### config.mk
export PLATFORM = sky130hd
export DESIGN_NAME = cpu_core_param
export DESIGN_NICKNAME = d
export VERILOG_FILES = /design/src/rtl/cpu_core_param.sv
export SDC_FILE = /design/constraint.sdc
export NUM_CORES = 1
export LEC_CHECK = 0
export ABC_AREA = 1
export BUFFER_PORTS_ARGS = -buffer_cell sky130_fd_sc_hd__buf_2
export CELL_PAD_IN_SITES_DETAIL_PLACEMENT = 0
export CELL_PAD_IN_SITES_GLOBAL_PLACEMENT = 2
export CORE_ASPECT_RATIO = 0.8
export CORE_UTILIZATION = 34
export DETAILED_ROUTE_END_ITERATION = 8
export HOLD_SLACK_MARGIN = 0.02
export PLACE_DENSITY_LB_ADDON = 0.1
export SYNTH_ARGS = -nofsm -noshare
export SYNTH_HDL_FRONTEND = slang
export SYNTH_SLANG_ARGS = --single-unit
### constraint.sdc
create_clock -name i_clk -period 3.65 [get_ports i_clk]
set_clock_uncertainty 0.05 [all_clocks]
set_input_delay 0.5475 -clock i_clk [delete_from_list [all_inputs] [get_ports i_clk]]
set_output_delay 0.5475 -clock i_clk [all_outputs]
set_load 0.01 [all_outputs]
### src/rtl/cpu_core_param.sv
// Small parameterised accumulator-style CPU: fetch/decode/operand/mem/exec FSM
// around a register file, with a single request/ready memory port.
module cpu_core_param #(
    parameter int DATA_W   = 8,
    parameter int ADDR_W   = 8,
    parameter int NUM_REGS = 4
) (
    input  logic                        i_clk,
    input  logic                        i_rst,
    output logic                        o_mem_req,
    output logic                        o_mem_we,
    output logic [ADDR_W-1:0]           o_mem_addr,
    output logic [DATA_W-1:0]           o_mem_wdata,
    input  logic                        i_mem_ready,
    input  logic [DATA_W-1:0]           i_mem_rdata,
    input  logic [$clog2(NUM_REGS)-1:0] i_dbg_sel,
    output logic [DATA_W-1:0]           o_dbg_data,
    output logic [ADDR_W-1:0]           o_pc,
    output logic                        o_halted,
    output logic                        o_pc_wrap,
    output logic                        o_zr,
    output logic                        o_ng,
    output logic                        o_pa,
    output logic                        o_co,
    output logic                        o_of
);
    localparam int RW = $clog2(NUM_REGS);
    localparam int MSB = DATA_W - 1;

    localparam logic [2:0] S_FETCH   = 3'd0;
    localparam logic [2:0] S_DECODE  = 3'd1;
    localparam logic [2:0] S_OPERAND = 3'd2;
    localparam logic [2:0] S_MEM     = 3'd3;
    localparam logic [2:0] S_EXEC    = 3'd4;
    localparam logic [2:0] S_HALT    = 3'd5;

    localparam logic [3:0] OP_LDI = 4'h1;
    localparam logic [3:0] OP_LD  = 4'h2;
    localparam logic [3:0] OP_ST  = 4'h3;
    localparam logic [3:0] OP_ADD = 4'h4;
    localparam logic [3:0] OP_SUB = 4'h5;
    localparam logic [3:0] OP_AND = 4'h6;
    localparam logic [3:0] OP_OR  = 4'h7;
    localparam logic [3:0] OP_XOR = 4'h8;
    localparam logic [3:0] OP_MOV = 4'h9;
    localparam logic [3:0] OP_JMP = 4'hA;
    localparam logic [3:0] OP_JZ  = 4'hB;
    localparam logic [3:0] OP_JC  = 4'hC;
    localparam logic [3:0] OP_HLT = 4'hF;

    logic [2:0]        state;
    logic [ADDR_W-1:0] pc;
    logic [ADDR_W-1:0] addr_q;
    logic [DATA_W-1:0] ir;
    logic [DATA_W-1:0] regs [NUM_REGS];

    logic [3:0]        op;
    logic [RW-1:0]     rd;
    logic [RW-1:0]     rs;
    logic              handshake;
    logic              jump_taken;
    logic [DATA_W:0]   alu_ext;
    logic [DATA_W-1:0] alu_res;
    logic              alu_co;
    logic              alu_of;

    assign op = ir[DATA_W-1 -: 4];
    assign rd = ir[DATA_W-5 -: RW];
    assign rs = ir[DATA_W-5-RW -: RW];

    // Request is gated by reset so an access in flight is dropped immediately
    // and the first fetch is presented in the very cycle reset is released.
    assign o_mem_req   = !i_rst && (state == S_FETCH || state == S_OPERAND || state == S_MEM);
    assign o_mem_we    = !i_rst && (state == S_MEM) && (op == OP_ST);
    assign o_mem_addr  = (state == S_MEM) ? addr_q : pc;
    assign o_mem_wdata = regs[rs];
    assign handshake   = o_mem_req && i_mem_ready;

    assign o_dbg_data = regs[i_dbg_sel];
    assign o_pc       = pc;
    assign o_halted   = (state == S_HALT);

    assign jump_taken = (op == OP_JMP) || (op == OP_JZ && o_zr) || (op == OP_JC && o_co);

    always_comb begin
        alu_ext = '0;
        alu_res = '0;
        alu_co  = 1'b0;
        alu_of  = 1'b0;
        case (op)
            OP_ADD: begin
                alu_ext = {1'b0, regs[rd]} + {1'b0, regs[rs]};
                alu_res = alu_ext[DATA_W-1:0];
                alu_co  = alu_ext[DATA_W];
                alu_of  = (regs[rd][MSB] == regs[rs][MSB]) && (alu_res[MSB] != regs[rd][MSB]);
            end
            OP_SUB: begin
                // The extra top bit of the extended difference is the borrow.
                alu_ext = {1'b0, regs[rd]} - {1'b0, regs[rs]};
                alu_res = alu_ext[DATA_W-1:0];
                alu_co  = alu_ext[DATA_W];
                alu_of  = (regs[rd][MSB] != regs[rs][MSB]) && (alu_res[MSB] != regs[rd][MSB]);
            end
            OP_AND: alu_res = regs[rd] & regs[rs];
            OP_OR:  alu_res = regs[rd] | regs[rs];
            OP_XOR: alu_res = regs[rd] ^ regs[rs];
            default: alu_res = '0;
        endcase
    end

    always_ff @(posedge i_clk) begin
        if (i_rst) begin
            state     <= S_FETCH;
            pc        <= '0;
            addr_q    <= '0;
            ir        <= '0;
            o_pc_wrap <= 1'b0;
            o_zr      <= 1'b0;
            o_ng      <= 1'b0;
            o_pa      <= 1'b0;
            o_co      <= 1'b0;
            o_of      <= 1'b0;
            for (int i = 0; i < NUM_REGS; i++) regs[i] <= '0;
        end else begin
            o_pc_wrap <= 1'b0;
            case (state)
                S_FETCH: if (handshake) begin
                    ir        <= i_mem_rdata;
                    pc        <= pc + 1'b1;
                    o_pc_wrap <= &pc;
                    state     <= S_DECODE;
                end
                S_DECODE: begin
                    case (op)
                        OP_LDI, OP_LD, OP_ST, OP_JMP, OP_JZ, OP_JC: state <= S_OPERAND;
                        OP_ADD, OP_SUB, OP_AND, OP_OR, OP_XOR, OP_MOV: state <= S_EXEC;
                        OP_HLT: state <= S_HALT;
                        default: state <= S_FETCH;
                    endcase
                end
                S_OPERAND: if (handshake) begin
                    addr_q <= i_mem_rdata[ADDR_W-1:0];
                    if ((op == OP_JMP || op == OP_JZ || op == OP_JC) && jump_taken) begin
                        pc <= i_mem_rdata[ADDR_W-1:0];
                    end else begin
                        pc        <= pc + 1'b1;
                        o_pc_wrap <= &pc;
                    end
                    if (op == OP_LDI) regs[rd] <= i_mem_rdata;
                    state <= (op == OP_LD || op == OP_ST) ? S_MEM : S_FETCH;
                end
                S_MEM: if (handshake) begin
                    if (op == OP_LD) regs[rd] <= i_mem_rdata;
                    state <= S_FETCH;
                end
                S_EXEC: begin
                    if (op == OP_MOV) begin
                        regs[rd] <= regs[rs];
                    end else begin
                        regs[rd] <= alu_res;
                        o_zr     <= (alu_res == '0);
                        o_ng     <= alu_res[MSB];
                        o_pa     <= ~^alu_res;
                        o_co     <= alu_co;
                        o_of     <= alu_of;
                    end
                    state <= S_FETCH;
                end
                S_HALT: state <= S_HALT;
                default: state <= S_FETCH;
            endcase
        end
    end
endmodule

==> impl_metrics.toml <==
[synthesis]
synth.avg_cell_area_um2 = 6.90
synth_most_common_cell = "nand2_1"
synth_seq_area_share_pct = 33.0
postSynthCellCount = 774
ys_warn_count = 0
synth-edff-count = 32
synthTopCellsByArea = "edfxtp_1 (18%), dfxtp_1 (15%), nand2_1 (13%), inv_1 (7.9%), ha_1 (7.0%)"
synth_flop_cell = "dfxtp_1"
ys_seq_elements = 72
synth_top_area_share_pct = 18.0
post-synth-top-area-cell = "edfxtp_1"
synth_common_cells = "nand2_1 (189), inv_1 (112), nor2_1 (74)"
netlist_area_um2 = 5340
synth.net_count = 819
async_flop_share_pct = 0
ys_types = 42

[placed_design]
routabilityCongestion = 0.899
place_hpwl_um = 13900
port_buffers = 53
place_inst = 1032

[clock_network]
h-tree-depth = 3
clkLatencyLatePin_ns = 0.34
tritoncts = "done"
clock_sinks = 72
root_buffer = "clkbuf_16"
clkTransAtPathRegs_ns = 0.06
clock_path_buffers = 2
cts_buffers = 9

[global_route]
antenna_found_initial = 0
grt-ovfl-total = 0
grtUsageTotal_pct = 22.8
grt_pass1_wl_um = 27900
grt_max_degree = 21
first_global_vias = 4959

[detailed_routing]
drtIter0Drc = 408
avgRoutedWirePerCell_um = 16.8
ant_nets = 0
dr.pass1.iters = 5
wl_um = 17700
drc_errors = 0
vias_per_cell = 5.00
vias = 5259

[floorplanning]
io_pins = 54
die_width_um = 142
num_rows = 40
start_util_pct = 35.2
die_area_um2 = 16200
core_region_area_um2 = 15200
die_y_um = 114

[setup_path]
cp.required_ns = 3.83
path_class = "reg -> reg"
cp-start-kind = "flip-flop"
endpoint_kind = "flip-flop"
arrival_ns = 3.60
crit_fanout = 6

[power_and_ir_drop]
vdd_drop_max_v = 0.000279
powerDensity_nw_per_um2 = 392
p_leak_uw = 0.00288
total_power_uw = 2470

[layout]
syn2layout_area_growth_pct = 18.3
antennaDiodeCount = 0
layout.cells.non_filler = 1052
drive_gt1_share_pct = 18.3
fin_nets = 882
multi_input_area_um2 = 3080
post-route-util_pct = 41.7
seq_area_um2 = 1770
fillers = 1604

[sta]
fin_crit_ns = 3.42
fmax_mhz = 292
rsz0062_at_grt = "false"
finalHoldViolations = 0
setup_tns_ns = 0
max-slew-margin-rel_pct = 61.0
finalSetupViolCount = 0
tightest_slew_ns = 0.585
min_period_over_period_pct = 93.7
drv_slew = 0

[outcome]
status = "completed"

[hold_path]
hold_class = "reg -> reg"
worstHoldStart = "addr_q[3]$_SDFFE_PP0P_"

[job]
drv_cap = 0
-- layer usage --
layer	global-route usage [%]	vias to the layer above	wire, µm
met5	0	-	0
met4	5.73	0	214
met3	4.31	15	1020
met2	33.1	143	7360
met1	34.2	2437	9130
li1	-	2664	-
-- flip-flops by register name, indices dropped and copies added (netlist names), named ones only --
| signal | cells |
|---|---|
| regs | 32 |
| addr_q | 8 |
| ir | 8 |
| o_pc | 8 |
| state | 3 |
| o_co | 1 |
| o_ng | 1 |
| o_of | 1 |
| o_pa | 1 |
| o_pc_wrap | 1 |
| o_zr | 1 |
-- cell families (layout without fill, tap and decap cells) --
kind of cell | Yosys count | count (layout) | synth area share, %
flip-flops | 72 | 72 | 33.0
AND/OR/NAND/NOR | 361 | 361 | 30.3
AO/OA/AOI/OAI | 162 | 162 | 17.5
buffers and inverters | 143 | 211 | 10.7
adder cells (fa/ha/maj) | 32 | 32 | 7.78
XOR/XNOR | 4 | 4 | 0.656
-- cell type report --
type,instances,share of cell area [%]
inverter,119,7.21
timing repair inverter,1,0.0792
clock buffer,10,3.63
timing repair buffer,75,7.01
multi-input combinational,559,48.8
sequential,72,28.0
tap,210,4.16
clock inverter,6,1.09
-- metrics by stage --
stage          area (µm²)  hold slack, ns  setup WS [ns]
2_1_floorplan        5340           0.375          0.372
5_1_grt              6320           0.419        0.00827
3_5_place_dp         5890           0.391         -0.195
4_1_cts              6190           0.400         0.0483
6_report             6320           0.397          0.229
3_3_place_gp         5890           0.382         -0.220
-- worst paths after layout --
path | to | slack (ns) | cells past startpoint
hold reg to reg | addr_q[3]$_SDFFE_PP0P_ | 0.40 | 2
setup reg to reg | o_pa$_SDFFE_PP0P_ | 0.23 | 19
hold / removal | addr_q[3]$_SDFFE_PP0P_ | 0.40 | 2
setup / recovery | o_pa$_SDFFE_PP0P_ | 0.23 | 19
-- worst max-delay path, stage by stage, from the launching register on --
cell and delay, ns:
dfxtp_2 0.37, clkinvlp_4 0.17, buf_4 0.18, a21oi_1 0.20, a32oi_2 0.13, inv_1 0.09
ha_1 0.30, buf_4 0.19, nor2_1 0.22, and2_1 0.19, nand2_1 0.11, a21oi_1 0.16
nor2_1 0.06, nand2_1 0.08, inv_1 0.06, ha_1 0.30, xnor2_1 0.20, nor2_1 0.06
o221ai_1 0.16, inv_1 0.05
-- layout by cell type (no fill, tap or decap), drive strengths merged, types with 10 or more instances in the layout --
| master | count |
|---|---|
| a21oi | 63 |
| a32oi | 11 |
| buf | 75 |
| clkbuf | 10 |
| dfxtp | 40 |
| edfxtp | 32 |
| ha | 30 |
| inv | 118 |
| nand2 | 199 |
| nand3 | 46 |
| nor2 | 94 |
| o21ai | 57 |
| o22ai | 14 |
-- timing repair --
item	CTS	global route
hold buffers	0	0
gates cloned	0	1
pin swaps	0	0
resized for setup	3	16
setup buffers	0	3
endpoints found under the setup margin	1	1
-- power by group --
group / switching, µW / total, µW / internal, µW / leakage, µW
Combinational: 434 / 667 / 233 / 0.00208
Sequential: 37.5 / 911 / 873 / 0.000657
Clock: 363 / 896 / 533 / 0.000143
(Power assumes the default switching activity.)
